<file path="src/rtl/sid_pkg.sv">
// Shared SID types and I2S frame constants.
package sid;
    localparam int I2S_FRAME_BITS  = 64;
    localparam int I2S_SLOT_BITS   = 32;
    localparam int I2S_SAMPLE_BITS = 24;
    localparam int I2S_PAD_BITS    = I2S_SLOT_BITS - I2S_SAMPLE_BITS - 1;

    typedef struct packed {
        logic signed [I2S_SAMPLE_BITS-1:0] left;
        logic signed [I2S_SAMPLE_BITS-1:0] right;
    } audio_t;

    // Each slot: one idle bit ahead of the MSB, then the sample, then zero pad.
    function automatic logic [I2S_FRAME_BITS-1:0] i2s_frame(audio_t a);
        return {1'b0, a.left, {I2S_PAD_BITS{1'b0}}, 1'b0, a.right, {I2S_PAD_BITS{1'b0}}};
    endfunction
endpackage

</file>
<file path="src/rtl/sid_i2s_tx_if.sv">
// Sample input and I2S/status outputs of the SID I2S transmitter.
interface sid_i2s_tx_if;
    import sid::*;

    audio_t audio_i;
    logic   valid_i;
    logic   i2s_sck;
    logic   i2s_ws;
    logic   i2s_sd;
    logic   frame_o;
    logic   underrun_o;
    logic   overrun_o;

    modport master (
        output audio_i, valid_i,
        input  i2s_sck, i2s_ws, i2s_sd, frame_o, underrun_o, overrun_o
    );

    modport slave (
        input  audio_i, valid_i,
        output i2s_sck, i2s_ws, i2s_sd, frame_o, underrun_o, overrun_o
    );
endinterface

</file>
<file path="src/rtl/sid_i2s_sckgen.sv">
// Bit-clock divider: SCK toggles every BCLK_DIV clk cycles, first toggle rising.
module sid_i2s_sckgen #(
    parameter int BCLK_DIV = 2
) (
    input  logic clk,
    input  logic rst,
    output logic sck_o,
    output logic fall_o,
    output logic rise_o
);
    localparam int DW = (BCLK_DIV > 1) ? $clog2(BCLK_DIV) : 1;

    logic [DW-1:0] div_cnt;
    logic          tick;

    assign tick = (div_cnt == DW'(BCLK_DIV - 1));

    always_ff @(posedge clk) begin
        if (rst) begin
            div_cnt <= '0;
            sck_o   <= 1'b0;
        end else if (tick) begin
            div_cnt <= '0;
            sck_o   <= ~sck_o;
        end else begin
            div_cnt <= div_cnt + DW'(1);
        end
    end

    // Strobes mark the clk edge at which sck_o is about to toggle.
    assign fall_o = tick & sck_o;
    assign rise_o = tick & ~sck_o;
endmodule

</file>
<file path="src/rtl/sid_i2s_tx.sv">
// I2S master transmitter: double-buffered stereo sample, 64-bit frame shifter.
module sid_i2s_tx
    import sid::*;
#(
    parameter int BCLK_DIV   = 2,
    parameter int FRAME_BITS = I2S_FRAME_BITS
) (
    input  logic         clk,
    input  logic         rst,
    sid_i2s_tx_if.slave  bus
);
    localparam int BW = $clog2(FRAME_BITS);

    logic                  sck, fall, rise;
    logic [BW-1:0]         b, b_nxt;
    logic [FRAME_BITS-1:0] shifter;
    audio_t                hold;
    logic                  fresh, load;
    logic                  ws, frame_q, under_q, over_q;
    logic                  rise_seen;

    sid_i2s_sckgen #(.BCLK_DIV(BCLK_DIV)) u_sckgen (
        .clk    (clk),
        .rst    (rst),
        .sck_o  (sck),
        .fall_o (fall),
        .rise_o (rise)
    );

    assign b_nxt = b + BW'(1);
    assign load  = fall && (b == BW'(FRAME_BITS - 1));

    always_ff @(posedge clk) begin
        if (rst) begin
            b         <= '1;
            shifter   <= '0;
            hold      <= '0;
            fresh     <= 1'b0;
            ws        <= 1'b0;
            frame_q   <= 1'b0;
            under_q   <= 1'b0;
            over_q    <= 1'b0;
            rise_seen <= 1'b0;
        end else begin
            frame_q <= load;
            under_q <= load & ~fresh;
            over_q  <= bus.valid_i & fresh & ~load;
            if (rise)
                rise_seen <= 1'b1;
            if (fall) begin
                b  <= b_nxt;
                // WS leads each slot's MSB by one bit: high for b = 31..62.
                ws <= (b_nxt >= BW'(I2S_SLOT_BITS - 1)) && (b_nxt != BW'(FRAME_BITS - 1));
                if (load)
                    shifter <= i2s_frame(hold);
                else
                    shifter <= {shifter[FRAME_BITS-2:0], 1'b0};
            end
            // The load above captures the old holding value; a same-cycle sample
            // lands afterwards as fresh and is not counted as an overrun.
            if (bus.valid_i) begin
                hold  <= bus.audio_i;
                fresh <= 1'b1;
            end else if (load) begin
                fresh <= 1'b0;
            end
        end
    end

    assign bus.i2s_sck    = sck;
    assign bus.i2s_ws     = ws;
    assign bus.i2s_sd     = shifter[FRAME_BITS-1] & rise_seen;
    assign bus.frame_o    = frame_q;
    assign bus.underrun_o = under_q;
    assign bus.overrun_o  = over_q;
endmodule

</file>
<file path="src/flat_wrapper.sv">
// flat-port wrapper written by rule: the top's interface ports become plain ports
module sid_i2s_tx_flat import sid::*;
#(
    parameter int BCLK_DIV   = 2,
    parameter int FRAME_BITS = I2S_FRAME_BITS
)
  (clk, rst, bus_audio_i, bus_valid_i, bus_i2s_sck, bus_i2s_ws, bus_i2s_sd, bus_frame_o, bus_underrun_o, bus_overrun_o);
  sid_i2s_tx_if bus_i ();
  input  logic clk;
  input  logic rst;
  input wire logic [$bits(bus_i.audio_i)-1:0] bus_audio_i;
  input wire logic [$bits(bus_i.valid_i)-1:0] bus_valid_i;
  output wire logic [$bits(bus_i.i2s_sck)-1:0] bus_i2s_sck;
  output wire logic [$bits(bus_i.i2s_ws)-1:0] bus_i2s_ws;
  output wire logic [$bits(bus_i.i2s_sd)-1:0] bus_i2s_sd;
  output wire logic [$bits(bus_i.frame_o)-1:0] bus_frame_o;
  output wire logic [$bits(bus_i.underrun_o)-1:0] bus_underrun_o;
  output wire logic [$bits(bus_i.overrun_o)-1:0] bus_overrun_o;
  assign bus_i.audio_i = bus_audio_i;
  assign bus_i.valid_i = bus_valid_i;
  assign bus_i2s_sck = bus_i.i2s_sck;
  assign bus_i2s_ws = bus_i.i2s_ws;
  assign bus_i2s_sd = bus_i.i2s_sd;
  assign bus_frame_o = bus_i.frame_o;
  assign bus_underrun_o = bus_i.underrun_o;
  assign bus_overrun_o = bus_i.overrun_o;
  sid_i2s_tx #(.BCLK_DIV(BCLK_DIV), .FRAME_BITS(FRAME_BITS)) u_core (.clk(clk), .rst(rst), .bus(bus_i));
endmodule
</file>
<file path="config.mk">
export PLATFORM = sky130hd
export DESIGN_NAME = sid_i2s_tx_flat
export DESIGN_NICKNAME = d
export VERILOG_FILES = /design/src/rtl/sid_pkg.sv /design/src/rtl/sid_i2s_tx_if.sv /design/src/rtl/sid_i2s_sckgen.sv /design/src/rtl/sid_i2s_tx.sv /design/src/flat_wrapper.sv
export SDC_FILE = /design/constraint.sdc
export NUM_CORES = 1
export LEC_CHECK = 0
export ABC_AREA = 1
export CORE_MARGIN = 10
export CORE_UTILIZATION = 40
export CTS_BUF_LIST = sky130_fd_sc_hd__clkbuf_4 sky130_fd_sc_hd__clkbuf_8 sky130_fd_sc_hd__clkbuf_16
export CTS_CLUSTER_SIZE = 24
export DETAILED_ROUTE_END_ITERATION = 7
export PLACE_DENSITY_LB_ADDON = 0.12
export REMOVE_ABC_BUFFERS = 1
export SYNTH_ARGS = -nofsm -noshare
export SYNTH_HDL_FRONTEND = slang
export SYNTH_SLANG_ARGS = --single-unit
</file>
<file path="constraint.sdc">
create_clock -name clk -period 1.69 [get_ports clk]
set_clock_uncertainty 0.05 [all_clocks]
set_input_delay 0.4225 -clock clk [delete_from_list [all_inputs] [get_ports clk]]
set_output_delay 0.4225 -clock clk [all_outputs]
set_load 0.01 [all_outputs]
</file>
==> results.cfg, run 1 <==
[status]
outcome = complete, no violations

[clock_network]
clk_latency_ns = 0.52
cts_tree = built
numCtsBuffers = 17
clock_sinks = 119
cts_hold_buf = 0
clk_pin_slew_ns = 0.05
htreeDepth = 4
clk_path_buf_depth = 2
cts_root_buf = clkbuf_8

[synthesis]
ys_seq_area_share_pct = 53.6
synth_top_family_by_area = simple AND/OR/NAND/NOR gates
yosys_register_bits = 119
syn_inst = 579
synth_fa_ha_area_share_pct = 0.563
netlist_area_mm2 = 0.00444
synth_flop_cell = dfxtp_1
synth-edff-count = 0
synth_xor_area_share_pct = 0.197
yosysWarningCount = 0
async_reset_ff_share_pct = 0
postSynthAreaPerCell_um2 = 7.67
synthMuxAreaShare_pct = 0
synth.distinct_cells = 26
synth_compound_area_share_pct = 18.5
synth_simple_gate_area_share_pct = 21.0

[critical_path]
required_ns = 2.05
path_class = reg -> reg
arrival_ns = 1.96
slowest_delay_ns = 0.33
start_kind = flop
crit_chain = ha_1, nand3_2, nor2_4, nand2_2, buf_12, nor2_1, o21ai_1
critPathSlowestCell = dfxtp_1
cp-end-kind = flop
crit_path_max_fanout = 44

[grt]
grt_pass1_wl_mm = 17.2
grt_start_max_net_pins = 49
grt_pass1_vias = 3716
grt_use_total_pct = 13.1
antenna_found_initial = 0
grt-ovfl-total = 0

[sta]
max_freq_mhz = 625
slew_headroom_pct = 70.1
fin_crit_ns = 1.60
finalCritPeriodShare_pct = 94.6
setup_violations = 0
whs_ns = 0.328
grt_setup_unrepaired = yes
finalHoldViolCount = 0
slew_viol_final = 0
fin_ws_ns = 0.0908
worst_slew_pin_slew_ns = 0.448

[finish]
area_growth_pct = 30.0
final_common_cell = nor2_1
diodes = 0
final_cell_count_no_fill = 787
fin_area_mm2 = 0.00577
drive_above_1_share_pct = 9.27
largest_registers = u_core.shifter (57), u_core.hold (48), u_core.b (6)
final_cell_mix = nor2_1, dfxtp_1, o21ai_0, nand2_1, clkdlybuf4s50_1
regMostFlops = u_core.shifter
largest_reg_flops = 57
fin_nets = 691

[power]
power.leakage_uw = 0.00244
ir_worst_vdd_uv = 982
total_power_uw = 7700
power.density_mw_per_mm2 = 1330

[routing]
dr.pass1.iters = 4
wl_per_cell_um = 12.8
ant_nets = 0
first_iter_violations = 303
viasPerCell = 4.85
vias = 3815
wirelength_mm = 10.1
drc_errors = 0

[floorplanning]
dieWidth_um = 125
rows = 38
start_util_pct = 41.0
die_h_um = 125
pin_count = 57
dieArea_mm2 = 0.0157
core_mm2 = 0.0108

[flow_run]
drv_cap = 0

[placement]
io_buffers = 56
place.gp.congestion = 0.788
pre_cts_slack_ns = -0.0494
hpwl_mm = 6.49
place_area_mm2 = 0.00518
placed_cells = 757

[min_path]
hp-class = in -> reg
cells by family (layout without fill, tap and decap cells):
| logic type | after synthesis | in the layout |
|---|---|---|
| flip-flops | 119 | 119 |
| buffers and inverters | 61 | 129 |
| adder cells (fa/ha/maj) | 2 | 2 |
| AND/OR/NAND/NOR | 236 | 236 |
| XOR/XNOR | 1 | 1 |
| AO/OA/AOI/OAI | 160 | 160 |
area by class of cell:
type                       instances  area, um2
fill                            1063       5070
sequential                       119       2380
multi-input combinational        399       1790
timing repair buffer              76        749
clock buffer                      24        485
tap                              140        175
clock inverter                     4       95.1
inverter                          25       93.8
metal layers:
| metal | up-vias | global-route usage (%) | wire, um |
|---|---|---|---|
| li1 | 1998 | - | - |
| met1 | 1736 | 16.6 | 5120 |
| met2 | 69 | 19.5 | 4400 |
| met3 | 12 | 4.77 | 442 |
| met4 | 0 | 5.69 | 108 |
| met5 | - | 0 | 0 |
worst paths after layout:
| path | startpoint | slack (ns) | cells past startpoint | endpoint |
|---|---|---|---|---|
| setup / recovery | u_core.b[1] | 0.09 | 7 | u_core.shifter[24] |
| hold / removal | bus_valid_i | 0.33 | 4 | u_core.bus.overrun_o |
| setup reg to reg | u_core.b[1] | 0.09 | 7 | u_core.shifter[24] |
| hold reg to reg | u_core.fresh | 0.38 | 1 | u_core.bus.underrun_o |
power breakdown:
part | internal (uW) | switching (uW) | total [uW]
clock network | 2390 | 1150 | 3540
registers | 3000 | 97.7 | 3100
logic | 444 | 621 | 1060
synthesized netlist by cell type (4+ instances only):
library cell	count	area (um2)
clkbuf_1	25	93.8
buf_6	4	45.0
nand2_1	69	259
nor2_1	150	563
o21ai_1	46	230
nand3_1	5	25.0
buf_2	4	20.0
nor2_2	4	25.0
dfxtp_1	119	2380
o21ai_0	98	490
o22ai_1	12	75.1
inv_1	23	86.3
stage by stage:
| step | util (%) | TNS [ns] |
|---|---|---|
| finish | 53.3 | 0 |
| global route | 53.3 | -0.0156 |
| CTS | 53.3 | 0 |
| detailed placement | 47.8 | -1.45 |
| global placement | 47.8 | -1.05 |
| floorplan | - | -26.27 |
worst max-delay path: cells and delay by family (launching register included):
kind,cells,cell delay [ns]
adders and majority gates,1,0.21
and+or+nand+nor,4,0.57
AOI/OAI and AO/OA,1,0.08
DFF,1,0.33
buffers and inverters,1,0.21
timing repair:
action / 4_1_cts / 5_1_grt
pin swaps: 1 / 0
endpoints found under the setup margin: 13 / 11
resized for setup: 7 / 3
buffers inserted: 2 / 0
Power figures use the tool's default switching activity.
==> run 2: changes to the inputs <==
Settings changed: CORE_MARGIN 10 to 2, SLEW_MARGIN set to 0.
==> run 2 against run 1 <==
- highest routed layer unchanged
- maximum frequency shrank 0.33%
- routed wire length shrank 3.7%
- worst hold slack gained 0.051 ns
- critical path type is now reg -> out
- cell area grew 1.2%
- sequential power is essentially flat
- sequential share of layout area shrank 0.46 points
- first-iteration DRC count shrank 29%
- register-to-register slack gained 0.06 ns
- non-clock buffer count grew 1
- count of clock-buffer cells in the layout shrank 2
==> results.cfg, run 2 (synthesis gave the netlist of run 1 again) <==
[status]
outcome = complete, no violations

[finish]
area_growth_pct = 31.5
largest_registers = u_core.shifter (57), u_core.hold (48), u_core.b (6)
multi_input_area_mm2 = 0.00179
final_cell_mix = nor2_1, dfxtp_1, o21ai_0, nand2_1, clkdlybuf4s50_1
ff_latch_area_mm2 = 0.00238
nFillCells = 1067
diodes = 0
largest_reg_flops = 57
fin_nets = 692
regMostFlops = u_core.shifter
final_common_cell = nor2_1
drive_above_1_share_pct = 9.97

[min_path]
min_from = u_core.fresh
hold_path_depth = 1
hp-class = reg -> reg
min_to = u_core.bus.underrun_o

[sta]
slew_viol_final = 0
worst_slew_pin_slew_ns = 0.302
whs_ns = 0.379
max_freq_mhz = 623
finalHoldViolCount = 0
slew_headroom_pct = 79.9
fin_crit_ns = 1.60
setup_tns_ns = 0
finalCritPeriodShare_pct = 94.9
setup_violations = 0
grt_setup_unrepaired = no
fin_ws_ns = 0.0855

[critical_path]
slowest_delay_ns = 0.37
r2r_slack_ns = 0.15
crit_path_max_fanout = 4
r2r-end = u_core.shifter[39]
reg2regPathDepth = 7
path_class = reg -> out
arrival_ns = 1.13
critPathTopFamily = flip-flops
required_ns = 1.22
start_kind = flop
crit_chain = clkdlybuf4s15_1
crit_buf_inv = 1
critPathSlowestCell = dfxtp_1
rr_startpoint = u_core.b[0]
cp-end-kind = primary output

[routing]
wirelength_mm = 9.69
viasPerCell = 4.84
ant_nets = 0
vias = 3830
drc_errors = 0
dr.pass1.iters = 4
wl_per_cell_um = 12.2
first_iter_violations = 215

[clock_network]
htreeDepth = 4
numCtsBuffers = 17
cts_hold_buf = 0
clk_path_buf_depth = 2
clk_latency_ns = 0.51
clock_sinks = 119
cts_setup_buffers = 0
cts_root_buf = clkbuf_8
clk_pin_slew_ns = 0.06
cts_tree = built

[grt]
grt-ovfl-total = 0
grt_pass1_vias = 3782
grt_pass1_wl_mm = 16.8
grt_start_max_net_pins = 36
grt_use_total_pct = 18.0
antenna_found_initial = 0

[floorplanning]
pin_count = 57
start_util_pct = 41.0
dieWidth_um = 109
die_h_um = 109
core_mm2 = 0.0108
dieArea_mm2 = 0.0120
rows = 38

[placement]
hpwl_mm = 6.18
pre_cts_slack_ns = -0.0657
io_buffers = 56
place.gp.congestion = 0.782

[flow_run]
drv_cap = 0

[power]
power.density_mw_per_mm2 = 1350
ir_worst_vdd_uv = 666
power.leakage_uw = 0.00248
run 2: worst max-delay path by stage:
| stage | startpoint | end | cells after the start |
|---|---|---|---|
| after global routing | u_core.u_sckgen.sck_o | bus_i2s_sck | 1 |
| after global placement | rst | u_core.shifter[8] | 5 |
| final | u_core.u_sckgen.sck_o | bus_i2s_sck | 1 |
| after CTS | u_core.rise_seen | bus_i2s_sd | 3 |
| after detailed placement | rst | u_core.shifter[8] | 5 |
| after floorplan | rst | u_core.b[2] | 4 |
run 2: cell type report:
class                      count  area share (%)
inverter                      25            1.61
clock buffer                  22            7.95
clock inverter                10            2.57
timing repair buffer          77            13.4
tap                          140            3.00
sequential                   119            40.8
multi-input combinational    399            30.7
run 2: what timing repair did:
action	4_1_cts	5_1_grt
resized for setup	7	6
pin swaps	0	0
setup endpoints to repair	6	8
run 2: where the power goes:
group	switching (uW)	total, uW	internal [uW]
Sequential	102	3100	3000
Clock	1210	3710	2500
Combinational	624	1050	425
run 2: metal layers:
metal,wire length (um),part of all wire (%),GRT usage (%),vias up
li1,-,-,-,2007
met1,4710,49,22.5,1745
met2,4450,46,29.2,67
met3,423,4.4,5.22,11
met4,106,1.1,6.96,0
met5,0,0,0,-
run 2: through the flow:
stage                     std cells  utilization [%]  instance area, um2  power (uW)
after CTS                       792             53.8                5830        7910
after global routing            792             53.9                5840        8240
after detailed placement        760             48.2                5220        4180
after floorplan                 543                -                4260        3710
after global placement          760             48.2                5220        4160
final                           792             53.9                5840        7870
